File: config.mk
export PLATFORM = sky130hd
export DESIGN_NAME = race_controller_flat
export DESIGN_NICKNAME = d
export VERILOG_FILES = /design/src/rtl/race_controller_if.sv /design/src/rtl/race_controller.sv /design/src/flat_wrapper.sv
export SDC_FILE = /design/constraint.sdc
export NUM_CORES = 1
export LEC_CHECK = 0
export CORE_MARGIN = 8
export CORE_UTILIZATION = 45
export CTS_CLUSTER_DIAMETER = 50
export DETAILED_ROUTE_END_ITERATION = 8
export PLACE_DENSITY = 0.74
export SKIP_LAST_GASP = 1
export SLEW_MARGIN = 20
export SYNTH_ARGS = -nofsm -noshare
export SYNTH_HDL_FRONTEND = slang
export SYNTH_SLANG_ARGS = --single-unit
File: constraint.sdc
create_clock -name clk -period 3.9 [get_ports clk]
set_clock_uncertainty 0.1 [all_clocks]
set_input_delay 0.585 -clock clk [delete_from_list [all_inputs] [get_ports clk]]
set_output_delay 0.585 -clock clk [all_outputs]
set_load 0.01 [all_outputs]
File: src/rtl/race_controller_if.sv
// Signal bundle between the race controller, the menu manager and the LED strip driver.
// The controller takes the slave view; the surrounding system (or a bench) takes the master view.
interface race_controller_if;
    logic        is_in_menu;
    logic [3:0]  move;
    logic        refresh_ack;
    logic [1:0]  phase;
    logic [31:0] pos;
    logic [3:0]  winner;
    logic        menu_reset;
    logic        refresh_req;

    modport slave (
        input  is_in_menu, move, refresh_ack,
        output phase, pos, winner, menu_reset, refresh_req
    );

    modport master (
        output is_in_menu, move, refresh_ack,
        input  phase, pos, winner, menu_reset, refresh_req
    );
endinterface

File: src/rtl/race_controller.sv
// Four-player LED race: MENU -> RACE -> FINISH (hold) -> RESTART, with a
// dirty-tracking redraw request towards the LED strip driver.
module race_controller #(
    parameter int TRACK_LEN             = 50,
    parameter int FINISH_HOLD_CLK_COUNT = 250000000
) (
    input  logic             clk,
    input  logic             reset,
    race_controller_if.slave rc
);
    typedef enum logic [1:0] {
        MENU    = 2'd0,
        RACE    = 2'd1,
        FINISH  = 2'd2,
        RESTART = 2'd3
    } phase_t;

    localparam int              CNT_W      = (FINISH_HOLD_CLK_COUNT > 1) ? $clog2(FINISH_HOLD_CLK_COUNT) : 1;
    localparam logic [CNT_W-1:0] HOLD_LAST = CNT_W'(FINISH_HOLD_CLK_COUNT - 1);
    localparam logic [7:0]      TRACK_END  = 8'(TRACK_LEN);

    phase_t          state_q, state_d;
    logic [3:0][7:0] pos_q, pos_d;
    logic [3:0]      winner_q, winner_d;
    logic [CNT_W-1:0] hold_q, hold_d;
    logic [3:0]      arrived;
    logic            menu_q;
    logic            menu_seen_q;
    logic            menu_reset_q;
    logic            dirty_q, dirty_d;
    logic            req_q, req_d;
    logic            dirty_evt;
    logic            load;

    // NOTE: every variable gets a default before the case so no path can infer a latch.
    always_comb begin
        state_d  = state_q;
        pos_d    = pos_q;
        winner_d = winner_q;
        hold_d   = '0;
        arrived  = '0;
        case (state_q)
            MENU: begin
                if (menu_seen_q && menu_q && !rc.is_in_menu) state_d = RACE;
            end
            RACE: begin
                for (int i = 0; i < 4; i++) begin
                    if (rc.move[i] && pos_q[i] != TRACK_END) begin
                        pos_d[i]   = pos_q[i] + 8'd1;
                        arrived[i] = (pos_q[i] == TRACK_END - 8'd1);
                    end
                end
                if (|arrived) begin
                    state_d  = FINISH;
                    winner_d = arrived;
                end
            end
            FINISH: begin
                if (hold_q == HOLD_LAST) state_d = RESTART;
                else                     hold_d  = hold_q + 1'b1;
            end
            RESTART: begin
                state_d  = MENU;
                pos_d    = '0;
                winner_d = '0;
            end
            default: state_d = MENU;
        endcase
    end

    // A frame change marks the display dirty; the request is raised from the
    // dirty flag only while no request is outstanding, giving one low cycle between frames.
    assign dirty_evt = (state_d != state_q) || (pos_d != pos_q) || (winner_d != winner_q);
    assign load      = !req_q && dirty_q;
    assign req_d     = load | (req_q & ~rc.refresh_ack);
    assign dirty_d   = dirty_evt | (dirty_q & ~load);

    // NOTE: sequential state uses non-blocking assignments so all registers update together.
    always_ff @(posedge clk or negedge reset) begin
        if (!reset) begin
            state_q      <= MENU;
            pos_q        <= '0;
            winner_q     <= '0;
            hold_q       <= '0;
            menu_q       <= 1'b1;
            menu_seen_q  <= 1'b0;
            menu_reset_q <= 1'b0;
            dirty_q      <= 1'b0;
            req_q        <= 1'b0;
        end else begin
            state_q      <= state_d;
            pos_q        <= pos_d;
            winner_q     <= winner_d;
            hold_q       <= hold_d;
            menu_q       <= rc.is_in_menu;
            // A race may only start after is_in_menu has really been seen high
            // since reset, so a level held low across reset release cannot fake an edge.
            menu_seen_q  <= menu_seen_q | rc.is_in_menu;
            menu_reset_q <= (state_d == RESTART);
            dirty_q      <= dirty_d;
            req_q        <= req_d;
        end
    end

    assign rc.phase       = state_q;
    assign rc.pos         = pos_q;
    assign rc.winner      = winner_q;
    assign rc.menu_reset  = menu_reset_q;
    assign rc.refresh_req = req_q;
endmodule

File: src/flat_wrapper.sv
// flat-port wrapper written by rule: the top's interface ports become plain ports
module race_controller_flat 
#(
    parameter int TRACK_LEN             = 50,
    parameter int FINISH_HOLD_CLK_COUNT = 250000000
)
  (clk, reset, rc_is_in_menu, rc_move, rc_refresh_ack, rc_phase, rc_pos, rc_winner, rc_menu_reset, rc_refresh_req);
  race_controller_if rc_i ();
  input  logic clk;
  input  logic reset;
  input wire logic [$bits(rc_i.is_in_menu)-1:0] rc_is_in_menu;
  input wire logic [$bits(rc_i.move)-1:0] rc_move;
  input wire logic [$bits(rc_i.refresh_ack)-1:0] rc_refresh_ack;
  output wire logic [$bits(rc_i.phase)-1:0] rc_phase;
  output wire logic [$bits(rc_i.pos)-1:0] rc_pos;
  output wire logic [$bits(rc_i.winner)-1:0] rc_winner;
  output wire logic [$bits(rc_i.menu_reset)-1:0] rc_menu_reset;
  output wire logic [$bits(rc_i.refresh_req)-1:0] rc_refresh_req;
  assign rc_i.is_in_menu = rc_is_in_menu;
  assign rc_i.move = rc_move;
  assign rc_i.refresh_ack = rc_refresh_ack;
  assign rc_phase = rc_i.phase;
  assign rc_pos = rc_i.pos;
  assign rc_winner = rc_i.winner;
  assign rc_menu_reset = rc_i.menu_reset;
  assign rc_refresh_req = rc_i.refresh_req;
  race_controller #(.TRACK_LEN(TRACK_LEN), .FINISH_HOLD_CLK_COUNT(FINISH_HOLD_CLK_COUNT)) u_core (.clk(clk), .reset(reset), .rc(rc_i));
endmodule
Yosys cells after proc, flatten, opt, wreduce, memory -nomap -nowiden
Index checks and enable logic that the tools add are counted.
Operators by class
  add/subtract/negate cells: 5
  equal/unequal tests: 16
  muxes and demuxes: 21
  bitwise logic cells: 7
  reductions and logical operators: 13
Operator list (number)
  $pmux 32 s2: 1
  $mux 28: 2
  $add 8x1->8 const B: 4
  $eq 8x6->1 const B: 4
  $mux 8: 4
  $ne 32x32->1: 1
  $ne 8x6->1 const B: 4
  $add 28x1->28 const B: 1
  $eq 28x28->1 const B: 1
  $mux 1: 8
  $pmux 2 s4: 1
  $pmux 4 s2: 1
  $logic_and 1x1->1: 7
  $eq 2x2->1 const B: 3
  $mux 2: 3
  $mux 4: 1
  $ne 4x4->1: 1
  $reduce_or 4->1: 1
  $or 1x1->1: 3
  $and 1x1->1: 2
  $eq 2x1->1 const B: 1
  $logic_not 1->1: 2
  $logic_not 2->1: 1
  $logic_or 1x1->1: 2
  2 further kinds: 3
Storage, ports and cells
  register bits: 71
  bits of input ports: 8
  output and inout bits: 40
  logic and storage cells: 74

Longest topological paths before layout
  word-level depth: 11
  gate-level depth with buffers: 7
  gate-level depth less buffers: 7

Least setup slack after synthesis
Ideal clock, no wire load.
  kind: register to register
  start: register u_core.pos_q, in the netlist u_core.rc.pos[14]
  end: register u_core.dirty_q
  setup time: 0.136 ns
  arrival time: 2.178 ns
  required time: 3.664 ns
  setup slack: 1.486 ns
  cell stages (with the launch flop): 6
  path buffers: 0
  clock period less this slack: 2.414 ns
  cell sequence: dfrtp_1 -> or4_4 -> o31a_1 -> or4_4 -> a2111oi_4 -> nand4_1
On the way
  longest elaborated chain between the ends: 11
  elaborated cells on any way between the ends: 19
  classes of those cells: add/sub: 1; eq/ne: 5; mux: 8; bitwise: 1; reduce/logical: 4
Ends and longest elaborated chain
  start, declared: line race_controller.sv:23  | logic [3:0][7:0] pos_q, pos_d;
  start signal, assigned: line race_controller.sv:92  | pos_q <= pos_d;
  branches (longest 9 deep; another with $add 8x1->8)
  $logic_or 1x1->1 (*): line race_controller.sv:73  | assign dirty_evt = (state_d != state_q) || (pos_d != pos_q) || (winner_d != winner_q);
  $or 1x1->1 (*): line race_controller.sv:76  | assign dirty_d = dirty_evt | (dirty_q & ~load);
  named net u_core.dirty_d: line race_controller.sv:30  | logic dirty_q, dirty_d;
  end signal, assigned: line race_controller.sv:100  | dirty_q <= dirty_d;
  end, declared: line race_controller.sv:30
Mark *: on every way through the listed nets, which the timed path passes. The select of a mux whose other input is x is not followed.

Worst setup path in the final report
  start: register u_core.state_q[1] (netlist: u_core.rc.phase[1])
  end: output port rc_phase[1]
RTL lines
  start, declared: line race_controller.sv:22  | phase_t state_q, state_d;
  start signal, assigned: line race_controller.sv:91  | state_q <= state_d;
  end, declared: line flat_wrapper.sv:14  | output wire logic [$bits(rc_i.phase)-1:0] rc_phase;
No word-level cell between the ends.

==> out/qor.yml <==
synth:
  synth_edf_count: 0
  synthFlopType: "dfrtp_1"
  ys_types: 56
  syn_inst: 433
  seq_area_frac_synth_pct: 44.6
  async_reset_ff_share_pct: 100
  synth_area_mm2: 0.00399
  syn_avg_cell_area_um2: 9.21
  ys_ff_latch: 71
  synth_warnings: 0
  synth_nets: 454
pwr:
  powerDensity_mw_per_mm2: 579
  leakage_nw: 1.94
  irDropWorstVdd_uv: 222
layout:
  final_core_util_pct: 55.2
  num_antenna_cells: 0
  nFillCells: 781
  final_cells: 591
  fin_nets: 499
  synthToLayoutAreaGrowth_pct: 20.1
  layout_common_cells: "70 x dfrtp_1, 63 x nor2_1, 46 x clkdlybuf4s50_1"
  drive_above_1_share_pct: 7.04
  final_common_cell: "dfrtp_1"
timing:
  setup_viol: 0
  worst_pin_slew_ns: 1.02
  max_freq_mhz: 385
  relSlewSlack_pct: 32.0
  min_period_ns: 2.59
  finalSetupTns_ns: 0
  finalHoldViolations: 0
  layout_worst_path_cycle_share_pct: 66.5
  rsz0062_at_grt: "false"
  drv_slew: 0
floorplanning:
  die_area_mm2: 0.0121
  die_h_um: 110
  die_width_um: 110
  start_util_pct: 45.9
  rows: 34
  ios: 48
  core_area_mm2: 0.00868
global_routing:
  gr-max-usage-layer: "met2"
  grt_usage_pct: 17.0
  grt.overflow.total: 0
  grt_pass1_wl_um: 16500
  grt_util_met3_pct: 2.91
  first_global_vias: 3426
  use_met1_pct: 20.6
  use_met2_pct: 29.1
  grt_max_degree: 72
  antenna_found_initial: 0
detailed_routing:
  dr.pass1.iters: 4
  routedWlPerCell_um: 16.8
  drtIter0Drc: 116
  viasPerCell: 5.76
  route.detailed.drc: 0
  drtAntennaViolNets: 0
  wl_um: 9900
  vias: 3405
place:
  dp_cells: 575
  gp_congestion: 0.907
  dp_hpwl_um: 7020
  io_buffers: 47
worst_setup_path:
  cp_max_fo: 25
  critPathLaunchType: "flop"
  criticalPathCategory: "reg2out"
  cp_num_buf_inv: 1
  cp.depth: 1
  rr_worst_depth: 5
  cpPeakStageDelay_ns: 0.87
  cpLargestDelayFamily: "flip-flops"
  cp-end-kind: "output pin"
  crit_start: "u_core.rc.phase[1]$_DFF_PN0_"
  r2r_start: "u_core.hold_q[16]$_DFF_PN0_"
  slowest_stage: "dfrtp_1"
  critical_path_arrival_ns: 1.91
  crit_required_ns: 3.21
  path_cells: "clkdlybuf4s50_1"
clock_tree:
  numCtsBuffers: 9
  cts_root_buffer: "clkbuf_8"
  clk-insertion-delay-late_ns: 0.35
  cts_tree: "yes"
  path_clk_slew_ns: 0.08
  cts_resized: 0
  h-tree-depth: 3
  postCtsHoldBufs: 0
  clock-sinks: 71
  cts_max_path_buffers: 2
  post-cts-setup-buffers: 0
run:
  cap_violations: 0
hold_path:
  min_path_type: "in2async"
run_status:
  run_status: "completed"
state kept, by name (all words and copies together), names as in the netlist:
| signal | count |
|---|---|
| u_core.menu_seen_q | 1 |
| u_core.rc.phase | 2 |
| u_core.menu_q | 1 |
| u_core.rc.winner | 4 |
| u_core.rc.pos | 32 |
| u_core.rc.refresh_req | 1 |
| u_core.rc.menu_reset | 1 |
| u_core.hold_q | 28 |
| u_core.dirty_q | 1 |
synthesized netlist by cell type (2+ instances only):
library cell | number | area share (%)
a41oi_1 | 2 | 0.44
xor2_1 | 12 | 2.6
nor2_1 | 63 | 5.9
and4_1 | 9 | 2.0
and3b_1 | 3 | 0.66
or3_1 | 3 | 0.47
ha_1 | 13 | 4.1
or4b_2 | 2 | 0.50
dfrtp_1 | 70 | 44
nand2_1 | 40 | 3.8
nand2b_1 | 2 | 0.31
or2_2 | 6 | 0.94
nor2b_1 | 4 | 0.63
nand4_1 | 12 | 1.9
and3_1 | 4 | 0.63
o31ai_1 | 3 | 0.56
buf_2 | 2 | 0.25
a211o_1 | 2 | 0.44
inv_1 | 21 | 2.0
a22oi_1 | 2 | 0.38
or4_1 | 3 | 0.56
nor4_1 | 12 | 1.9
nand3_1 | 16 | 2.0
xnor2_1 | 32 | 7.0
nor4b_1 | 2 | 0.44
a22o_1 | 5 | 1.1
or4_4 | 2 | 0.56
nor3_1 | 10 | 1.3
o2bb2ai_1 | 3 | 0.66
clkbuf_1 | 13 | 1.2
a31oi_1 | 5 | 0.78
nand4b_1 | 3 | 0.66
a21oi_1 | 10 | 1.3
o311ai_0 | 2 | 0.44
o21ai_0 | 19 | 2.4
area by class of cell:
cell class	count	area [um^2]	area share [%]
Clock inverter	7	120	2.51
Inverter	21	78.8	1.65
Tap cell	108	135	2.82
Clock buffer	9	124	2.59
Timing Repair Buffer	49	480	10.0
Sequential cell	71	1780	37.1
Multi-Input combinational cell	326	2070	43.3
per-layer routing:
metal	share of wire (%)	wire, um
met5	0	0
met4	2.0	201
met3	5.0	499
met2	50	4920
met1	43	4280
kinds of logic after synthesis:
family          count (synthesis)  share of synthesized area [%]
fa+ha+maj                      13                           4.08
compound gates                 65                           11.4
buf+inv                        36                           3.45
flops                          71                           44.6
simple gates                  203                           26.5
xor+xnor                       44                           9.66
mux                             1                          0.251
worst paths after layout:
| path | endpoint | slack [ns] |
|---|---|---|
| worst max-delay path | rc_phase[1] | 1.31 |
| max in group asynchronous | u_core.hold_q[21]$_DFF_PN0_ | 2.78 |
| worst max register to register | u_core.hold_q[2]$_DFF_PN0_ | 1.32 |
| worst min-delay path | u_core.rc.pos[20]$_DFF_PN0_ | 0.33 |
| min in group clk | u_core.hold_q[0]$_DFF_PN0_ | 0.38 |
| worst min register to register | u_core.hold_q[0]$_DFF_PN0_ | 0.38 |
per-stage QoR:
step                      instance area (um^2)  total power [mW]  worst slack, ns  hold slack (ns)
after floorplan                           3990              1.58             1.49            0.189
after global placement                    4540              2.01             1.34            0.358
after detailed placement                  4540              2.05             1.30            0.379
after CTS                                 4790              2.78             1.28            0.371
after global routing                      4790              2.94             1.02            0.407
final                                     4790              2.77             1.31            0.335
power breakdown:
| group | total, mW | leakage, nW | switching, mW | internal, mW |
|---|---|---|---|---|
| Combinational | 0.938 | 0.883 | 0.462 | 0.477 |
| Clock | 0.728 | 0.120 | 0.301 | 0.427 |
| Sequential | 1.11 | 0.935 | 0.243 | 0.863 |
| Total | 2.77 | 1.94 | 1.01 | 1.77 |
Power figures use the tool's default switching activity.
